[config.mk]
export PLATFORM = sky130hd
export DESIGN_NAME = mem_access_ctrl
export DESIGN_NICKNAME = d
export VERILOG_FILES = /design/src/rtl/mem_access_ctrl.sv
export SDC_FILE = /design/constraint.sdc
export NUM_CORES = 1
export LEC_CHECK = 0
export BUFFER_PORTS_ARGS = -buffer_cell sky130_fd_sc_hd__buf_2
export CORE_ASPECT_RATIO = 0.75
export CORE_MARGIN = 5
export CORE_UTILIZATION = 56
export DETAILED_ROUTE_END_ITERATION = 8
export PLACE_DENSITY = 0.9
export SETUP_SLACK_MARGIN = 0.1
export SYNTH_ARGS = -nofsm -noshare
export SYNTH_HDL_FRONTEND = slang
export SYNTH_SLANG_ARGS = --single-unit
[constraint.sdc]
create_clock -name i_clk -period 7.2 [get_ports i_clk]
set_input_delay 1.44 -clock i_clk [delete_from_list [all_inputs] [get_ports i_clk]]
set_output_delay 1.44 -clock i_clk [all_outputs]
set_load 0.1 [all_outputs]
[src/rtl/mem_access_ctrl.sv]
// rtl/mem_access_ctrl.sv - load/store initiator with request/response handshake for a word-addressed data memory
//
// Ports:
//   i_clk, i_rst            clock (rising edge), asynchronous active-high reset
//   i_reqValid/o_reqReady   request handshake; request accepted on valid & ready
//   i_reqWrite              1 = store, 0 = load
//   i_reqSize               00 byte, 01 half, 10 word, 11 illegal
//   i_reqSigned             sign-extend sub-word loads (only with LOAD_SIGNEXT_EN)
//   i_reqAddr, i_reqData    byte address, right-aligned store data
//   o_rspValid              one-cycle response strobe
//   o_rspData, o_rspErr     load result (0 for stores/errors), misaligned/illegal flag
//   o_memWrEn, o_memAddr    memory write enable, word-aligned memory address
//   o_memDataIn             memory write data
//   i_memDataOut            combinational memory read data
//
// Build option: LOAD_SIGNEXT_EN enables sign extension of byte/half loads.
module mem_access_ctrl (
    input  logic        i_clk,
    input  logic        i_rst,
    input  logic        i_reqValid,
    output logic        o_reqReady,
    input  logic        i_reqWrite,
    input  logic [1:0]  i_reqSize,
    input  logic        i_reqSigned,
    input  logic [31:0] i_reqAddr,
    input  logic [31:0] i_reqData,
    output logic        o_rspValid,
    output logic [31:0] o_rspData,
    output logic        o_rspErr,
    output logic        o_memWrEn,
    output logic [31:0] o_memAddr,
    output logic [31:0] o_memDataIn,
    input  logic [31:0] i_memDataOut
);

    typedef enum logic [1:0] {S_IDLE, S_READ, S_WRITE, S_RESP} state_t;

    state_t      r_state, w_next;
    logic        r_write;
    logic [1:0]  r_size;
    logic [31:0] r_addr;
    logic [31:0] r_data;
    logic [31:0] r_word;
    logic [31:0] r_rsp_data;
    logic        r_rsp_err;
`ifdef LOAD_SIGNEXT_EN
    logic        r_signed;
`else
    logic        w_unused_signed;
    assign w_unused_signed = i_reqSigned;
`endif

    logic        w_accept;
    logic        w_req_err;
    logic [7:0]  w_byte;
    logic [15:0] w_half;
    logic        w_ext_b;
    logic        w_ext_h;
    logic [31:0] w_load;
    logic [31:0] w_merged;

    assign w_accept   = (r_state == S_IDLE) && i_reqValid;
    assign o_rspData  = r_rsp_data;
    assign o_rspErr   = r_rsp_err;

    always_comb begin
        case (i_reqSize)
            2'b01:   w_req_err = i_reqAddr[0];
            2'b10:   w_req_err = |i_reqAddr[1:0];
            2'b11:   w_req_err = 1'b1;
            default: w_req_err = 1'b0;
        endcase
    end

    // Little-endian lane extraction from the live memory read during READ.
    always_comb begin
        case (r_addr[1:0])
            2'd0:    w_byte = i_memDataOut[7:0];
            2'd1:    w_byte = i_memDataOut[15:8];
            2'd2:    w_byte = i_memDataOut[23:16];
            default: w_byte = i_memDataOut[31:24];
        endcase
        w_half  = r_addr[1] ? i_memDataOut[31:16] : i_memDataOut[15:0];
        w_ext_b = 1'b0;
        w_ext_h = 1'b0;
`ifdef LOAD_SIGNEXT_EN
        w_ext_b = r_signed & w_byte[7];
        w_ext_h = r_signed & w_half[15];
`endif
        case (r_size)
            2'b00:   w_load = {{24{w_ext_b}}, w_byte};
            2'b01:   w_load = {{16{w_ext_h}}, w_half};
            default: w_load = i_memDataOut;
        endcase
    end

    // Sub-word stores patch the captured word; word stores bypass it.
    always_comb begin
        w_merged = r_word;
        case (r_size)
            2'b00: begin
                case (r_addr[1:0])
                    2'd0:    w_merged[7:0]   = r_data[7:0];
                    2'd1:    w_merged[15:8]  = r_data[7:0];
                    2'd2:    w_merged[23:16] = r_data[7:0];
                    default: w_merged[31:24] = r_data[7:0];
                endcase
            end
            2'b01: begin
                if (r_addr[1]) w_merged[31:16] = r_data[15:0];
                else           w_merged[15:0]  = r_data[15:0];
            end
            default: w_merged = r_data;
        endcase
    end

    always_comb begin
        w_next      = r_state;
        o_reqReady  = 1'b0;
        o_rspValid  = 1'b0;
        o_memWrEn   = 1'b0;
        o_memAddr   = 32'd0;
        o_memDataIn = 32'd0;
        case (r_state)
            S_IDLE: begin
                // Gated by reset so ready stays low while reset is held.
                o_reqReady = ~i_rst;
                if (i_reqValid) begin
                    if (w_req_err)                              w_next = S_RESP;
                    else if (i_reqWrite && i_reqSize == 2'b10)  w_next = S_WRITE;
                    else                                        w_next = S_READ;
                end
            end
            S_READ: begin
                o_memAddr = {r_addr[31:2], 2'b00};
                w_next    = r_write ? S_WRITE : S_RESP;
            end
            S_WRITE: begin
                o_memWrEn   = 1'b1;
                o_memAddr   = {r_addr[31:2], 2'b00};
                o_memDataIn = w_merged;
                w_next      = S_RESP;
            end
            default: begin
                o_rspValid = 1'b1;
                w_next     = S_IDLE;
            end
        endcase
    end

    always_ff @(posedge i_clk or posedge i_rst) begin
        if (i_rst) begin
            r_state    <= S_IDLE;
            r_write    <= 1'b0;
            r_size     <= 2'b00;
            r_addr     <= 32'd0;
            r_data     <= 32'd0;
            r_word     <= 32'd0;
            r_rsp_data <= 32'd0;
            r_rsp_err  <= 1'b0;
`ifdef LOAD_SIGNEXT_EN
            r_signed   <= 1'b0;
`endif
        end else begin
            r_state <= w_next;
            if (w_accept) begin
                r_write <= i_reqWrite;
                r_size  <= i_reqSize;
                r_addr  <= i_reqAddr;
                r_data  <= i_reqData;
`ifdef LOAD_SIGNEXT_EN
                r_signed <= i_reqSigned;
`endif
                if (w_req_err) begin
                    r_rsp_data <= 32'd0;
                    r_rsp_err  <= 1'b1;
                end
            end
            // Response registers change only on the edge entering RESP.
            if (r_state == S_READ) begin
                r_word <= i_memDataOut;
                if (!r_write) begin
                    r_rsp_data <= w_load;
                    r_rsp_err  <= 1'b0;
                end
            end
            if (r_state == S_WRITE) begin
                r_rsp_data <= 32'd0;
                r_rsp_err  <= 1'b0;
            end
        end
    end

endmodule

==> After elaboration in Yosys (flattened, before gate mapping) <==
Index checks and enable logic that the tools add are counted.
{ "totals": {"regBits": 134, "latch_bits": 0, "ram_bits": 0, "rom_bits": 0, "inputBits": 103, "out_inout_bits": 100, "memories": 0} }
{ "classes": {"addsub": 0, "n_mul": 0, "n_div": 0, "n_lt_le_gt_ge": 0, "eq_ne": 9, "shift": 0, "n_mux": 31, "n_bitwise": 1, "n_reduce_logical": 9} }
{ "op_table": {"columns": ["cell", "n"], "rows": [
  ["$mux W32", 7],
  ["$pmux W32 S2", 2],
  ["$mux W16", 3],
  ["$mux W8", 4],
  ["$pmux W8 S3", 1],
  ["$mux W1", 9],
  ["$eq A2 B1 Y1 const B", 4],
  ["$eq A2 B2 Y1 const B", 4],
  ["$logic_not A2 Y1", 3],
  ["$mux W2", 3],
  ["$pmux W2 S3", 1],
  ["$reduce_or A3 Y1", 2],
  ["$reduce_or A2 Y1", 2],
  ["$pmux W1 S3", 1],
  ["$logic_and A1 B1 Y1", 2],
  ["$ne A2 B2 Y1 const B", 1],
  ["$not A1 Y1", 1]
]} }

==> Longest topological paths before layout <==
Gate-level depths: netlist of the first run.
{ "depth": {"word_depth": 7, "mapped_depth": 10, "depth_no_buf": 6} }

==> Worst setup path before layout of the first run <==
No wires, ideal clock.
{ "synth_timing": {"path_type": "register -> output", "start": "reg r_state[0]", "end": "out o_memDataIn[0]", "t_arrival_ns": 3.895, "required_time_ns": 5.760, "path_slack_ns": 1.865, "stages_incl_launch_ff": 5, "cell_sequence": "dfrtp_1 > inv_1 > ha_1 > clkbuf_1 > a21boi_0"} }
{ "synth_between": {"elab_chain_len": 2} }
{ "synth_rtl": {"columns": ["item", "line_no", "rtl"], "rows": [
  ["from (decl)", "38", "state_t r_state, w_next;"],
  ["from (signal assigned)", "165", "r_state <= w_next;"],
  ["$eq A2 B2 Y1", "124", "case (r_state)"],
  ["$mux W32", "124", null],
  ["to (decl)", "32", "output logic [31:0] o_memDataIn,"]
]} }
No other way between the ends.

==> Final worst setup path of the first run <==
{ "layout_timing": {"start": "reg r_addr[1]", "end": "out o_memDataIn[29]"} }
{ "layout_between": {"elab_chain_len": 5, "elab_cells_between_ends": 8} }
{ "layout_rtl": {"columns": ["item", "line_no", "rtl"], "rows": [
  ["from (decl)", "41", "logic [31:0] r_addr;"],
  ["from (signal assigned)", "169", "r_addr <= i_reqAddr;"],
  ["$eq A2 B2 Y1, or another cell as far along", "102", "case (r_addr[1:0])"],
  ["$reduce_or A3 Y1 (no line)", null, null],
  ["$mux W8", "102", null],
  ["$pmux W32 S2 *", "100", "case (r_size)"],
  ["$mux W32 *", "124", null]
]} }
Mark *: on every way between the ends. The rest lies on a longest branch, timed or not.

==> results of run 1 <==
[cell type report]
class,count,share of cell area [%]
clock inverter,13,2.304
tap,162,2.408
multi-input combinational,400,37.03
clock buffer,19,5.262
inverter,17,0.7879
timing repair buffer,205,12.37
sequential,134,39.84
[registers in the layout, indices dropped and copies added (netlist names)]
name	count
r_addr	32
r_word	32
o_rspErr	1
r_write	1
r_size	2
r_data	32
o_rspData	32
r_state	2
[per-layer routing]
layer | share of wire (%) | up-vias | track usage (%)
li1 | - | 2549 | -
met1 | 42 | 2744 | 38.81
met2 | 45 | 304 | 41.36
met3 | 9.6 | 53 | 8.095
met4 | 3.2 | 2 | 10.97
met5 | 0.066 | - | 0
[path summary, 6_finish.rpt]
kind	from	endpoint	slack [ns]	cells past startpoint
worst max-delay path	r_addr[1]	o_memDataIn[29]	2.42	5
worst min-delay path	o_rspData[5]	o_rspData[5]	0.48	1
min in group asynchronous	i_rst	r_addr[10]	1.13	2
worst min register to register	o_rspData[5]	o_rspData[5]	0.48	1
max in group asynchronous	i_rst	o_rspData[18]	4.61	3
worst max register to register	r_state[1]	o_rspData[6]	4.50	7
[cell families after synthesis]
kind of cell	after synthesis	synth area share, %
AOI/OAI and AO/OA	152	17.04
and+or+nand+nor	145	11.93
DFF	134	49.43
muxes	97	16.10
buffers and inverters	69	4.703
adders and majority gates	4	0.7378
other	1	0.05528
[worst max-delay path: stages (launching register included)]
cell and delay, ns:
dfrtp_1 0.74, inv_1 0.61, nor2_1 0.60, o221ai_1 0.21, a21boi_0 0.28, buf_2 0.48
[placed cells by master (no fill, tap or decap), drive strengths merged, types with 10 or more instances in the layout]
master  instances
buf           205
a211o          18
inv            21
o21ai          21
a22o           16
a21oi          25
dfrtp         134
nand2          37
nor2           17
nor2b          12
clkbuf         19
a21boi         18
nor3           10
and2           32
mux2           97
[through the flow]
stage | instance area [µm²] | cells
after global routing | 8417 | 950
after CTS | 8417 | 950
final | 8417 | 950
after detailed placement | 7780 | 918
after global placement | 7780 | 918
after floorplan | 6788 | 603
==> metrics.md, run 1 <==
| Metric | Value |
|---|---|
| H-tree Lvls | `4` |
| Drt drc | `0` |
| Pins over their slew limit | `0` |
| Cell Rows | `34` |
| Ys Warns | `0` |
| Hold_buf cts | `0` |
| Post-synth top cells | `dfrtp_1 (134), mux2_2 (97), nand2_1 (36)` |
| Total Wirelength | `slightly below 20,000 µm` |
| Synth async-reset ratio | `100.0%` |
| Clock transition at path regs | `approximately 0.060 ns` |
| Final min period | `approximately 4.8 ns` |
| Synth area leaders | `dfrtp_1 (49%), mux2_2 (16%), and2_1 (2.9%), a211o_1 (2.3%), a22o_1 (2.1%)` |
| Post-CTS setup buffers | `0` |
| Hold Path Class | `register to register` |
| Total track usage | `between 20 and 30%` |
| Largest net degree at the start of global routing | `81` |
| Post-route setup slack | `approximately 2.4 ns` |
| Pre-CTS WS | `~3.0 ns` |
| Final hold vios | `0` |
| Worst setup EP type | `output port` |
| Most used DFF post-synth | `dfrtp_1` |
| Vias per cell | `between 5 and 6` |
| IO Port Bufs | `199` |
| Startpoint class of the critical path | `register` |
| Clock sinks | `between 100 and 150` |
| Ports | `just over 200` |
| Final period utilization | `about two thirds` |
| Routability cong. | `between 0.9 and 1` |
| Syn-to-layout area delta | `24.07%` |
| Rel. slew slack | `between 30% and 40%` |
| Number of synthesized register bits | `~130` |
| Max-cap violation count | `0` |
| Starting DRT DRC Count | `between 400 and 500` |
| Clk_lat worst skew | `0.41 ns` |
| CTS root buf | `clkbuf_16` |
| Reg area | `3353 µm²` |
| Layout cells sized above 1 | `about 43%` |
| Crit-path max FO | `29` |
| Die width | `~140 µm` |
| Nets | `882` |
| Final setup vio count | `0` |
| Fmax | `between 200 and 250 MHz` |
| Synth unique cells | `46` |
| Avg Cell Area, Syn | `approximately 11 µm²` |
| Clk_skew | `around 0.0093 ns` |
| DP HPWL | `14,220 µm` |
| Worst slew pin tran | `roughly 1.0 ns` |
| Status | `finished clean` |
| WS Path Type | `register to output port` |
| Mean routed wirelength per cell | `20.80 µm` |
| Post-synth EDFFs | `0` |
| Setup TNS | `0 ns` |
| Via count | `5,652` |
| Vias in the first global route | `just under 6k` |
| Critical path data required time | `5.76 ns` |
| # diodes | `0` |
| Yosys top cell area share | `49.43%` |
| Fin Hold WS | `a little under 0.5 ns` |
| Final Util | `71.69%` |
| Area of the multi-input gates | `3117 µm²` |
| Global route overflow | `0` |
| Die area | `roughly 14,000 µm²` |
| Post-CTS Resized | `0` |
| Synth area leader | `dfrtp_1` |
| CTS Buffer Depth | `2` |
| Seq/Total Area, Yosys | `between 40% and 50%` |
| Remaining antenna violation count | `0` |
| Initial antenna violation count | `1` |
| Worst path arrival time | `~3.3 ns` |
| FILL cells | `between 800 and 900` |
| First-pass GRT wire length | `31,440 µm` |
| Die Height | `~110 µm` |
| Cell Area, Synth | `slightly below 7000 µm²` |
| CTS tree | `done` |
| Core area | `about 12,000 µm²` |
| Pre-Repair DR Iteration Count | `7` |
| Initial Util | `roughly 58%` |
| Cts bufs inserted | `17` |
| Cell with the most instances after synthesis | `dfrtp_1` |
| Post-synthesis cell count | `602` |
| RSZ-0062 raised after global routing | `false` |
Power of run 1 is left out: the tool's default activity adds up to more than one toggle a clock period on the data nets, which glitch-free logic cannot reach.
==> run 2, diff against run 1 <==
--- a/config.mk
+++ b/config.mk
@@ -8,9 +8,9 @@
 export BUFFER_PORTS_ARGS = -buffer_cell sky130_fd_sc_hd__buf_2
 export CORE_ASPECT_RATIO = 0.75
 export CORE_MARGIN = 5
-export CORE_UTILIZATION = 56
+export CORE_UTILIZATION = 52
 export DETAILED_ROUTE_END_ITERATION = 8
-export PLACE_DENSITY = 0.9
+export PLACE_DENSITY = 0.84
 export SETUP_SLACK_MARGIN = 0.1
 export SYNTH_ARGS = -nofsm -noshare
 export SYNTH_HDL_FRONTEND = slang
==> constraint.sdc (replaced) <==
create_clock -name i_clk -period 4.7 [get_ports i_clk]
set_input_delay 0.94 -clock i_clk [delete_from_list [all_inputs] [get_ports i_clk]]
set_output_delay 0.94 -clock i_clk [all_outputs]
set_load 0.1 [all_outputs]
==> run 2 against run 1 <==
Clock skew rose by 0.00056 ns. Non-clock buffer count is 1 higher. Global-route usage is 1.4 points lower. Via count grew 1.8%. Clock-buffer cell count up 5. Utilization is 6.5 points lower.
==> metrics.md, run 2 (synthesis results as in run 1) <==
| Metric | Value |
|---|---|
| # diodes | `0 (unchanged)` |
| DP HPWL | `14,890 µm (+4.7%)` |
| RSZ-0062 raised after global routing | `false` |
| Clock sinks | `134 (unchanged)` |
| Area of the multi-input gates | `3117 µm² (unchanged)` |
| Initial Util | `52.66% (-5.1 points)` |
| Largest net degree at the start of global routing | `89 (+9.9%)` |
| Fin Hold WS | `0.4859 ns (+0.002364 ns)` |
| Hold Path Class | `register to register` |
| WS Path Type | `register to output port` |
| IO Port Bufs | `199 (unchanged)` |
| Status | `finished clean` |
| Starting DRT DRC Count | `548 (+15%)` |
| First-pass GRT wire length | `31,720 µm (+0.88%)` |
| Total track usage | `26.52% (-1.4 points)` |
| Worst Hold Depth | `1 (unchanged)` |
| Remaining antenna violation count | `0 (unchanged)` |
| Cell Rows | `36 (+5.9%)` |
| Ports | `203 (unchanged)` |
| Post-CTS setup buffers | `0 (unchanged)` |
| Die width | `141.9 µm (+3.5%)` |
| Worst setup EP type | `output port` |
| Pre-Repair DR Iteration Count | `5 (-2)` |
| Hold_buf cts | `0 (unchanged)` |
| Reg area | `3353 µm² (unchanged)` |
| Layout cells sized above 1 | `43.27% (unchanged)` |
| FILL cells | `1,025 (+25%)` |
| Via count | `5,751 (+1.8%)` |
| Clock transition at path regs | `0.06 ns (about the same)` |
| Crit-path max FO | `27 (-6.9%)` |
| Commonest non-fill, non-tap cells in the layout | `buf_2 (199), dfrtp_1 (134), mux2_2 (97), nand2_1 (36), and2_1 (30)` |
| Syn-to-layout area delta | `23.87%` |
| Die area | `15,450 µm² (+7.0%)` |
| Mean routed wirelength per cell | `21.17 µm (+1.8%)` |
| Cts bufs inserted | `17 (unchanged)` |
| Clk_lat worst skew | `0.42 ns (about the same)` |
| Die Height | `108.9 µm (+3.4%)` |
| Total Wirelength | `20,300 µm (+2.7%)` |
| Pins over their slew limit | `0 (unchanged)` |
| Fmax | `approximately 230 MHz` |
| Critical path data required time | `3.76 ns (-2.00 ns)` |
| Vias per cell | `5.997 (+0.80%)` |
| CTS root buf | `clkbuf_16` |
| Global route overflow | `0 (unchanged)` |
| Worst slew pin tran | `1.203 ns (+0.1950 ns)` |
| Post-CTS Resized | `0 (unchanged)` |
| CTS Buffer Depth | `2 (unchanged)` |
| Final min period | `4.328 ns` |
| Startpoint class of the critical path | `register` |
| Commonest non-fill, non-tap cell in the layout | `buf_2` |
| CTS tree | `done` |
| Final setup vio count | `0 (unchanged)` |
| Final hold vios | `0 (unchanged)` |
| Routability cong. | `0.9004 (-0.57%)` |
| Core area | `12,880 µm² (+9.7%)` |
| Final period utilization | `between 90% and 100%` |
| Nets | `883 (+0.11%)` |
| Drt drc | `0 (unchanged)` |
| H-tree Lvls | `4 (unchanged)` |
| Max-cap violation count | `0 (unchanged)` |
| Initial antenna violation count | `2 (+1)` |
| Worst R2R Path Depth | `7 (unchanged)` |
| Vias in the first global route | `5,760 (-0.31%)` |
| Clk_skew | `0.009894 ns (+0.0005593 ns)` |
| Rel. slew slack | `19.79% (-13 points)` |
| Worst path arrival time | `3.39 ns (+0.05 ns)` |
## run 2: worst max-delay path, cell delays in order (launching register included)
cell and delay [ns]:
dfrtp_1 0.76, nand2b_1 0.66, a21oi_2 0.69, nand2_1 0.10, a21boi_0 0.27, buf_2 0.49
## run 2: area by class of cell
class | instances | share of cell area [%]
multi-input combinational | 400 | 37.09
sequential | 134 | 39.90
clock inverter | 7 | 1.102
timing repair buffer | 206 | 12.48
tap | 171 | 2.546
inverter | 17 | 0.7892
clock buffer | 24 | 6.090
## run 2: per-stage QoR
stage	std cells	setup TNS [ns]	area [µm²]	setup WS [ns]	util, %
finish	959	0	8403	0.3724	65.23
global route	959	0	8403	0.1701	65.23
detailed placement	928	0	7799	0.9390	60.54
global placement	928	0	7799	1.122	60.54
CTS	959	0	8403	0.4675	65.23
floorplan	603	-1.083	6788	-0.1354	-
## run 2: path summary, 6_finish.rpt
check	from	to	slack (ns)
max	r_addr[0]	o_memDataIn[5]	0.37
min in group asynchronous	i_rst	r_addr[27]	0.82
max reg2reg	r_state[1]	o_rspData[6]	2.05
max in group asynchronous	i_rst	o_rspErr	2.92
min	o_rspData[7]	o_rspData[7]	0.49
min reg2reg	o_rspData[7]	o_rspData[7]	0.49
## run 2: metal layers
metal	vias up	part of all wire (%)	wire length, µm	track usage (%)
li1	2539	-	-	-
met1	2854	41	8285	36.18
met2	322	47	9548	41.27
met3	32	11	2179	9.163
met4	4	1.3	268	6.096
met5	-	0.10	21	0
Power of run 2 is left out for the same reason.
==> run 3, diff against run 2 <==
--- a/config.mk
+++ b/config.mk
@@ -11,6 +11,7 @@
 export CORE_UTILIZATION = 52
 export DETAILED_ROUTE_END_ITERATION = 8
 export PLACE_DENSITY = 0.84
+export REMOVE_ABC_BUFFERS = 1
 export SETUP_SLACK_MARGIN = 0.1
 export SYNTH_ARGS = -nofsm -noshare
 export SYNTH_HDL_FRONTEND = slang
==> run 3 against run 2 <==
Hold slack improved by 0.0089 ns. Final cell count grew 0.52%. Clock skew about the same. Final area is 0.71% higher. Register-to-register slack got worse by 0.14 ns. Flip-flop and latch count unchanged. Die area did not move. Critical path depth is the same. Critical path type unchanged. Largest cell class unchanged.
==> metrics.md, run 3 (synthesis results as in run 1) <==
| Metric | Value |
|---|---|
| Commonest non-fill, non-tap cells in the layout | `buf_2 (199), dfrtp_1 (134), mux2_2 (97), nand2_1 (36), and2_1 (30)` |
| Final setup vio count | `0 (unchanged)` |
| Worst path arrival time | `2.86 ns (-0.53 ns)` |
| Worst slew pin tran | `1.118 ns (-0.08533 ns)` |
| Reg-to-reg setup timing slack | `1.91 ns (-0.14 ns)` |
| Total Wirelength | `20,360 µm (+0.27%)` |
| Initial antenna violation count | `0 (-2)` |
| Syn-to-layout area delta | `24.75%` |
| First-pass GRT wire length | `31,620 µm (-0.33%)` |
| Starting DRT DRC Count | `679 (+24%)` |
| Critical Path, Cell by Cell | `inv_1 -> o21ai_1 -> a222oi_1 -> nor2b_1 -> buf_2` |
| Cell Rows | `36 (unchanged)` |
| Final hold vios | `0 (unchanged)` |
| Drt drc | `0 (unchanged)` |
| Area of the multi-input gates | `3119 µm² (about the same)` |
| Reg area | `3353 µm² (unchanged)` |
| CTS Buffer Depth | `2 (unchanged)` |
| Largest net degree at the start of global routing | `103 (+16%)` |
| Critical path data required time | `3.76 ns (about the same)` |
| Nets | `887 (+0.45%)` |
| Vias in the first global route | `5,645 (-2.0%)` |
| H-tree Lvls | `4 (unchanged)` |
| Die area | `15,450 µm² (unchanged)` |
| Cts bufs inserted | `17 (unchanged)` |
| Worst Hold Depth | `1 (unchanged)` |
| Vias per cell | `5.920 (-1.3%)` |
| Hold_sp | `o_rspData[7]` |
| Core area | `12,880 µm² (unchanged)` |
| RSZ-0062 raised after global routing | `false` |
| Hold_buf cts | `0 (unchanged)` |
| Clock transition at path regs | `0.06 ns (about the same)` |
| RR Startpoint | `r_state[1]` |
| CTS root buf | `clkbuf_16` |
| Remaining antenna violation count | `0 (unchanged)` |
| Pins over their slew limit | `0 (unchanged)` |
| Final period utilization | `80.93% (-11 points)` |
| Clk_lat worst skew | `0.42 ns (about the same)` |
| WS Path Type | `register to output port` |
| Rel. slew slack | `25.48% (+5.7 points)` |
| Pre-Repair DR Iteration Count | `6 (+1)` |
| Worst setup EP type | `output port` |
| Max-cap violation count | `0 (unchanged)` |
| Post-CTS setup buffers | `0 (unchanged)` |
| Global route overflow | `0 (unchanged)` |
| Clk_skew | `0.01022 ns (+0.0003288 ns)` |
| Status | `finished clean` |
| CP startpoint | `r_size[1]` |
| Mean routed wirelength per cell | `21.12 µm (-0.25%)` |
| FILL cells | `1,021 (-0.39%)` |
| Die width | `141.9 µm (unchanged)` |
| # diodes | `0 (unchanged)` |
| Slowest-stage cell, CP | `dfrtp_1` |
| Placed Area | `7834 µm² (+0.45%)` |
| Ports | `203 (unchanged)` |
| Hold Path Class | `register to register` |
| Startpoint class of the critical path | `register` |
| Total track usage | `26.51% (about the same)` |
| Worst R2R Path Depth | `7 (unchanged)` |
| Via count | `5,707 (-0.77%)` |
| Crit path capture | `o_memDataIn[8]` |
| Final min period | `3.804 ns (-0.5238 ns)` |
| Commonest non-fill, non-tap cell in the layout | `buf_2` |
| IO Port Bufs | `199 (unchanged)` |
| Crit-path max FO | `29 (+7.4%)` |
| Post-CTS Resized | `0 (unchanged)` |
| Die Height | `108.9 µm (unchanged)` |
| Layout cells sized above 1 | `43.76% (+0.48 points)` |
| Initial Util | `52.66% (unchanged)` |
| Max incr delay on CP | `1.08 ns (+0.32 ns)` |
| Clock sinks | `134 (unchanged)` |
| R2R Path End | `o_rspData[6]` |
| CTS tree | `done` |
| Routability cong. | `0.9092 (+0.98%)` |
| Fmax | `262.9 MHz (+14%)` |
| Final instance area | `8463 µm² (+0.71%)` |
| DP HPWL | `14,240 µm (-4.4%)` |
## run 3: how the worst min path moves through the flow
| stage | end | slack, ns |
|---|---|---|
| after floorplan | r_addr[10] | 0.47 |
| after global placement | o_rspData[7] | 0.47 |
| after detailed placement | o_rspData[22] | 0.48 |
| after CTS | o_rspData[4] | 0.50 |
| after global routing | o_rspData[4] | 0.50 |
| final | o_rspData[7] | 0.49 |
## run 3: metal layers
layer,track usage (%),wire [µm]
met5,0,0
met4,6.027,304
met3,7.584,2060
met2,40.56,9445
met1,37.76,8546
## run 3: layout make-up
| class | instances | share of cell area (%) |
|---|---|---|
| clock buffer | 18 | 5.071 |
| clock inverter | 14 | 2.365 |
| inverter | 17 | 0.8131 |
| multi-input combinational | 400 | 36.86 |
| sequential | 134 | 39.62 |
| tap | 171 | 2.528 |
| timing repair buffer | 210 | 12.74 |
## run 3: stage by stage
step | std cells | hold WS [ns] | util, % | setup slack, ns | setup TNS, ns
final | 964 | 0.4948 | 65.70 | 0.8962 | 0
after global routing | 964 | 0.5038 | 65.70 | 0.7217 | 0
after CTS | 964 | 0.4951 | 65.70 | 0.9163 | 0
after detailed placement | 932 | 0.4766 | 60.81 | 1.368 | 0
after global placement | 932 | 0.4717 | 60.81 | 1.459 | 0
after floorplan | 551 | 0.4723 | - | -0.5439 | -8.159
## run 3: worst max-delay path, delay by kind of cell, from the launching register on
| kind | cells | cell delay (ns) |
|---|---|---|
| and+or+nand+nor | 1 | 0.17 |
| AOI/OAI and AO/OA | 2 | 0.59 |
| buffers and inverters | 2 | 0.60 |
| DFF | 1 | 1.08 |
Power of run 3 is left out for the same reason.
